### src/rtl/buffer_ra_serializer.sv
// buffer_ra_serializer
//   Transmit-side word-to-chunk serializer. Accepts BUFFER_SIZE-bit words over
//   a valid/ready handshake and emits them as OUTPUT_SIZE-bit chunks, one chunk
//   per trigger strobe. Chunk order mirrors the dibit receive buffer's REVERSE
//   convention, so both blocks with equal parameters form an identity loop.
//   A one-word holding register allows gapless back-to-back words.
//
// Ports:
//   clk_in     in   system clock (rising edge)
//   rst_in     in   asynchronous active-low reset
//   data_in    in   word to transmit
//   valid_in   in   data_in is valid
//   ready_out  out  a word can be accepted (holding register empty)
//   trigger    in   advance strobe; consumer samples data_out when trigger=1
//   data_out   out  current chunk, 0 when idle
//   valid_out  out  data_out carries word data
//   last_out   out  data_out is the final chunk of the word
module buffer_ra_serializer #(
    parameter int unsigned BUFFER_SIZE = 8,
    parameter int unsigned OUTPUT_SIZE = 2,
    parameter bit          REVERSE     = 1'b0
) (
    input  logic                   clk_in,
    input  logic                   rst_in,
    input  logic [BUFFER_SIZE-1:0] data_in,
    input  logic                   valid_in,
    output logic                   ready_out,
    input  logic                   trigger,
    output logic [OUTPUT_SIZE-1:0] data_out,
    output logic                   valid_out,
    output logic                   last_out
);

    localparam int unsigned CHUNKS   = BUFFER_SIZE / OUTPUT_SIZE;
    localparam int unsigned CW       = (CHUNKS > 1) ? $clog2(CHUNKS) : 1;
    localparam logic [CW-1:0] LAST_CNT = CW'(CHUNKS - 1);

    generate
        if ((BUFFER_SIZE % OUTPUT_SIZE) != 0) begin : g_bad_size
            $error("buffer_ra_serializer: BUFFER_SIZE must be a multiple of OUTPUT_SIZE");
        end
    endgenerate

    typedef enum logic {
        IDLE  = 1'b0,
        SHIFT = 1'b1
    } state_t;

    state_t                 r_state, w_state;
    logic [BUFFER_SIZE-1:0] r_sr, w_sr;
    logic [BUFFER_SIZE-1:0] r_hold, w_hold;
    logic                   r_hold_valid, w_hold_valid;
    logic [CW-1:0]          r_cnt, w_cnt;

    logic w_accept;
    logic w_active;
    logic w_last;

    assign ready_out = ~r_hold_valid;
    assign w_accept  = valid_in & ready_out;
    assign w_active  = (r_state == SHIFT);
    assign w_last    = (r_cnt == LAST_CNT);

    always_ff @(posedge clk_in or negedge rst_in) begin
        if (!rst_in) begin
            r_state      <= IDLE;
            r_sr         <= '0;
            r_hold       <= '0;
            r_hold_valid <= 1'b0;
            r_cnt        <= '0;
        end else begin
            r_state      <= w_state;
            r_sr         <= w_sr;
            r_hold       <= w_hold;
            r_hold_valid <= w_hold_valid;
            r_cnt        <= w_cnt;
        end
    end

    always_comb begin
        w_state      = r_state;
        w_sr         = r_sr;
        w_hold       = r_hold;
        w_hold_valid = r_hold_valid;
        w_cnt        = r_cnt;

        case (r_state)
            IDLE: begin
                // Holding register is bypassed; trigger has no effect here.
                if (w_accept) begin
                    w_sr    = data_in;
                    w_cnt   = '0;
                    w_state = SHIFT;
                end
            end
            SHIFT: begin
                if (trigger && w_last) begin
                    // Last chunk consumed: reload from hold first, else take a
                    // word offered this cycle directly, else go idle. ready_out
                    // is low whenever hold is valid, so the first two cannot
                    // collide.
                    if (r_hold_valid) begin
                        w_sr         = r_hold;
                        w_hold_valid = 1'b0;
                        w_cnt        = '0;
                    end else if (w_accept) begin
                        w_sr  = data_in;
                        w_cnt = '0;
                    end else begin
                        w_state = IDLE;
                    end
                end else begin
                    if (trigger) begin
                        w_sr  = REVERSE ? (r_sr >> OUTPUT_SIZE) : (r_sr << OUTPUT_SIZE);
                        w_cnt = r_cnt + 1'b1;
                    end
                    if (w_accept) begin
                        w_hold       = data_in;
                        w_hold_valid = 1'b1;
                    end
                end
            end
            default: w_state = IDLE;
        endcase
    end

    always_comb begin
        data_out = '0;
        if (w_active) begin
            data_out = REVERSE ? r_sr[OUTPUT_SIZE-1:0] : r_sr[BUFFER_SIZE-1 -: OUTPUT_SIZE];
        end
    end

    assign valid_out = w_active;
    assign last_out  = w_active & w_last;

endmodule

### config.mk
export PLATFORM = sky130hd
export DESIGN_NAME = buffer_ra_serializer
export DESIGN_NICKNAME = d
export VERILOG_FILES = /design/src/rtl/buffer_ra_serializer.sv
export SDC_FILE = /design/constraint.sdc
export NUM_CORES = 1
export LEC_CHECK = 0
export ABC_AREA = 1
export BUFFER_PORTS_ARGS = -buffer_cell sky130_fd_sc_hd__buf_2
export CORE_ASPECT_RATIO = 1.25
export CORE_MARGIN = 2
export CORE_UTILIZATION = 50
export CTS_CLUSTER_DIAMETER = 200
export DETAILED_ROUTE_END_ITERATION = 6
export PLACE_DENSITY_LB_ADDON = 0.08
export SYNTH_ARGS = -nofsm -noshare
export SYNTH_HDL_FRONTEND = slang
export SYNTH_SLANG_ARGS = --single-unit
### constraint.sdc
create_clock -name clk_in -period 1.33 [get_ports clk_in]
set_input_delay 0.0665 -clock clk_in [delete_from_list [all_inputs] [get_ports clk_in]]
set_output_delay 0.0665 -clock clk_in [all_outputs]
set_load 0.005 [all_outputs]
; After elaboration in Yosys (flattened, before gate mapping)
; Index checks and enable logic that the tools add are counted.
[word_totals]
register_bits = 20
latch_bits = 0
mem_bits_rw = 0
romBits = 0
in_bits = 12
out_inout_bits = 5
word_cells = 34
memories = 0
[classes]
addsub = 1
multipliers = 0
n_div = 0
n_lt_le_gt_ge = 0
n_eq_ne = 2
n_shift = 0
n_mux = 17
n_bitwise = 5
reduce_logical = 4
[ops]
columns = op, count
row1 = two-way mux 8 bit, 4
row2 = case mux 8 bit (2 select lines), 1
row3 = two-way mux 2 bit, 5
row4 = two-way mux 1 bit, 5
row5 = case mux 2 bit (2 select lines), 1
row6 = != test 3 x 2 -> 1 bit (second input constant), 1
row7 = NOT 1 bit, 3
row8 = AND reduction 3 bit, 1
row9 = adder 2 x 1 -> 2 bit (second input constant), 1
row10 = AND 1 bit, 2
row11 = equality test 2 bit (second input constant), 1
row12 = case mux 1 bit (2 select lines), 1
row13 = AND reduction 2 bit, 1
row14 = nonzero test 2 bit, 1
row15 = logical AND 1 bit, 1

; Logic depth before layout (Yosys ltp)
[depth]
ltp_word = 6
ltp_mapped = 8
depth_no_buf = 8

; Least setup slack after synthesis
; No wires, ideal clock.
[synth_path]
path_kind = flip-flop to flip-flop
start = register r_cnt[0]
end = register r_hold[3]
setup_time_ns = 0.121
t_arrival_ns = 1.200
required_ns = 1.209
slack_ns = 0.010
path_stages_with_launch = 7
path_buffers = 1
synth_period_minus_slack_ns = 1.320
cell_sequence = dfrtp_1 -> ha_1 -> nand2_2 -> nand2_4 -> nor2_8 -> buf_8 -> o21ai_1
[synth_via]
elab_chain_len = 4
[synth_lines]
columns = element, line_no
row1 = start: declaration, 53  ; logic [CW-1:0] r_cnt, w_cnt;
row2 = start signal: assignment, 76  ; r_cnt <= w_cnt;
row3 = equality test 2 bit, 62  ; assign w_last = (r_cnt == LAST_CNT);
row4 = logical AND 1 bit, 97  ; if (trigger && w_last) begin
row5 = NOT 1 bit (no line), n/a
row6 = AND reduction 3 bit (no line), n/a
row7 = end signal: assignment, 74  ; r_hold <= w_hold;
row8 = end: declaration, 51  ; logic [BUFFER_SIZE-1:0] r_hold, w_hold;
; Every way passes these cells.
; A chain may end at the register's enable or synchronous reset.

; Worst setup path in the final report
[layout_path]
start = register r_cnt[1]
end = register r_sr[7]
[layout_via]
elab_chain_len = 4
word_cells_on_any_way = 5
cone_classes = 2 x eq/ne / 2 x mux / 1 x reduce/logical
[layout_lines]
columns = element, line_no
row1 = equality test 2 bit (*), 62
row2 = logical AND 1 bit (*), 97
row3 = two-way mux 8 bit, 97
row4 = case mux 8 bit (2 select lines), 87  ; case (r_state)
row5 = end signal: assignment, 73  ; r_sr <= w_sr;
row6 = end: declaration, 50  ; logic [BUFFER_SIZE-1:0] r_sr, w_sr;
; Every way passes the cells marked *; elsewhere a longest branch is shown, timed or not.

==> impl_metrics.ini <==
[clock_tree]
h-tree-depth = 1
clockBufferDepth = 2
cts_buffers = 3
cts_root_buffer = clkbuf_4
insertion_delay_ns = 0.31
cts.sinks = 20
tritoncts = built
cts.reportedPaths.clkPinSlew_ns = 0.11

[min_path]
holdCritStartpoint = data_in[4]
hold-path-endpoint = r_hold[4]
hold_class = primary input to register
hold_path_depth = 3

[global_routing]
grt_max_degree = 21
antenna_found_initial = 0
grt_pass1_wl_mm = 4.554
overflow = 0
grt.total_usage = 0.2236
grt_pass1_vias = 1080

[route]
firstDrtPassIters = 4
drt-initial-drc-count = 31
post_drt_wl_per_cell_um = 12.12
via_count = 1076
wirelength_mm = 2.691
drt.antenna.violating_nets = 0
viasPerCell = 4.847
drc = 0

[place]
place_congestion = 0.7774
dpl_worst_slack_ns = -0.05202
place.port_buffers = 16
hpwl_mm = 1.855
place_area_sq_um = 1350
dpl.cell_count = 208

[worst_setup_path]
critical_path.most_common_cell = nor2_1
crit_fanout = 7
path_buf_inv = 1
worstPathRequired_ns = 1.53
path_delay_family = simple AND/OR/NAND/NOR gates
crit_type = register to register
critPathCaptureType = register
regToRegEndpoint = r_sr[7]
r2r_cells = 9
rrSetupSlack_ns = -0.02
r2r_start = r_cnt[1]
cpPeakStageDelay_ns = 0.42
worstPathCellList = ha_4 -> nand2_8 -> buf_12 -> nor2_4 -> nand2_1 -> nand2_1 -> nor2_1 -> nor2_1 -> nor2_1
arrival_ns = 1.55
slowest_stage = dfrtp_1
critPathLaunchType = register

[finish]
num_antenna_cells = 0
final_cell_mix = nand2_1 (44), nor2_1 (26), inv_1 (22)
nets = 206
final_area_sq_um = 1519
drive_gt1_frac = 0.2356
layout.cells.non_filler = 222
syn_to_final_growth_pct = 25.15
mostFrequentLayoutCell = nand2_1

[timing]
period_share = 1.014
finClkSkew_ns = 0.008780
fin_ws_ns = -0.01823
hold_viol_final = 0
fmax_mhz = 741.7
min_period_ns = 1.348
slew_viol_final = 0
max-slew-margin-rel = 0.7009
setup_viol = 3
rsz0062_at_grt = true
tns_ns = -0.03255
tightest_slew_ns = 0.4486

[pwr]
p_clk_frac = 0.108
p_int_mw = 1.548
p_per_area_nw_per_um2 = 1772
ir_worst_vdd_v = 0.0009879
p_leak_nw = 0.7892
seq_power_share = 0.389
netSwitchingFraction = 0.4249
combPwrFrac = 0.503
power_switching_mw = 1.144

[synthesis]
syn_avg_cell_area_sq_um = 7.538
ys_types = 21
syn_nets = 174
syn_inst = 161
syn_area_sq_um = 1214
ys_seq_area_frac = 0.4124
ys_ff_latch = 20
yosys_warnings = 0

[die]
std_cell_rows = 19
io_pins = 17
die_area_sq_um = 2840
die_h_um = 59.09
die_x_um = 48.07
start_util = 0.5374
core_area_sq_um = 2258

[status]
status = finished, violations left
violations = setup timing

[run]
maxCapViolCount = 0
==> synth_stat cells, drive strengths merged <==
master / n / area (sq um)
nand3: 8 / 52.55
o21ai: 12 / 71.32
a21oi: 5 / 25.02
nand2: 56 / 264.0
buf: 2 / 22.52
nor2: 29 / 140.1
o22ai: 1 / 6.260
inv: 23 / 88.84
dfrtp: 20 / 500.5
ha: 1 / 12.51
nand3b: 4 / 30.03
==> layout make-up <==
type / count / area, sq um
multi-input cells: 117 / 653.1
fillers: 189 / 739.5
flip-flops and latches: 20 / 500.5
well taps: 31 / 38.79
inverters: 23 / 88.84
clock buffers: 3 / 22.52
repair buffers: 28 / 215.2
==> worst min-delay path: cells and delay by family <==
| family | cells | cell delay (ns) |
|---|---|---|
| AO/OA/AOI/OAI | 1 | 0.05 |
| buffers and inverters | 1 | 0.09 |
| AND/OR/NAND/NOR | 1 | 0.07 |
==> power by group through the flow <==
stage	combinational [mW]	clock [mW]	sequential, mW
after floorplan	0.927	0	1.00
after global placement	1.17	0	1.03
after detailed placement	1.21	0	1.04
after CTS	1.31	0.305	1.04
after global routing	1.56	0.323	1.08
final	1.36	0.290	1.05
==> per-layer routing <==
| metal | GRT usage | share of wire | routed length [um] |
|---|---|---|---|
| met1 | 0.2810 | 0.44 | 1190 |
| met2 | 0.3790 | 0.51 | 1375 |
| met5 | 0 | 0 | 0 |
| met4 | 0.08108 | 0.019 | 50 |
| met3 | 0.02744 | 0.027 | 74 |
==> worst max path at each step <==
stage | startpoint | to | slack [ns] | cells past startpoint
6_report | r_cnt[1] | r_sr[7] | -0.02 | 9
5_1_grt | r_cnt[1] | r_sr[6] | -0.10 | 9
4_1_cts | r_cnt[1] | r_sr[7] | 0.01 | 9
3_5_place_dp | r_cnt[0] | r_hold[4] | -0.05 | 6
3_3_place_gp | r_cnt[0] | r_cnt[1] | 0.007 | 7
2_1_floorplan | r_cnt[0] | r_hold[3] | 0.01 | 6
==> sequential cells by signal, summed over array words and instances, names as in the netlist <==
register and count:
r_hold_valid 1, r_hold 8, r_sr 8, r_cnt 2, valid_out 1
==> cell families (layout without fill, tap and decap cells) <==
group | after synthesis | after routing | share of synthesized area
and+or+nand+nor | 97 | 98 | 0.4010
buffers and inverters | 25 | 54 | 0.09176
DFF | 20 | 20 | 0.4124
AOI/OAI and AO/OA | 18 | 18 | 0.08454
adders and majority gates | 1 | 1 | 0.01031
==> metrics by stage <==
stage          utilization  hold slack (ns)  total power, mW
6_report            0.6726          0.01392            2.692
4_1_cts             0.6632         0.006298            2.658
3_5_place_dp        0.5978          0.04046            2.249
3_3_place_gp        0.5978          0.03780            2.203
2_1_floorplan            -          -0.2291            1.930
5_1_grt             0.6726          0.02091            2.959
==> what timing repair did <==
action,4_1_cts,5_1_grt
cloned,1,0
endpoints found under the setup margin,15,13
pin swaps,4,3
resized for setup,4,3
hold buffers,8,0
endpoints found under the hold margin,27,0
setup buffers,1,1
No activity file was read; power rests on OpenSTA's default activity.
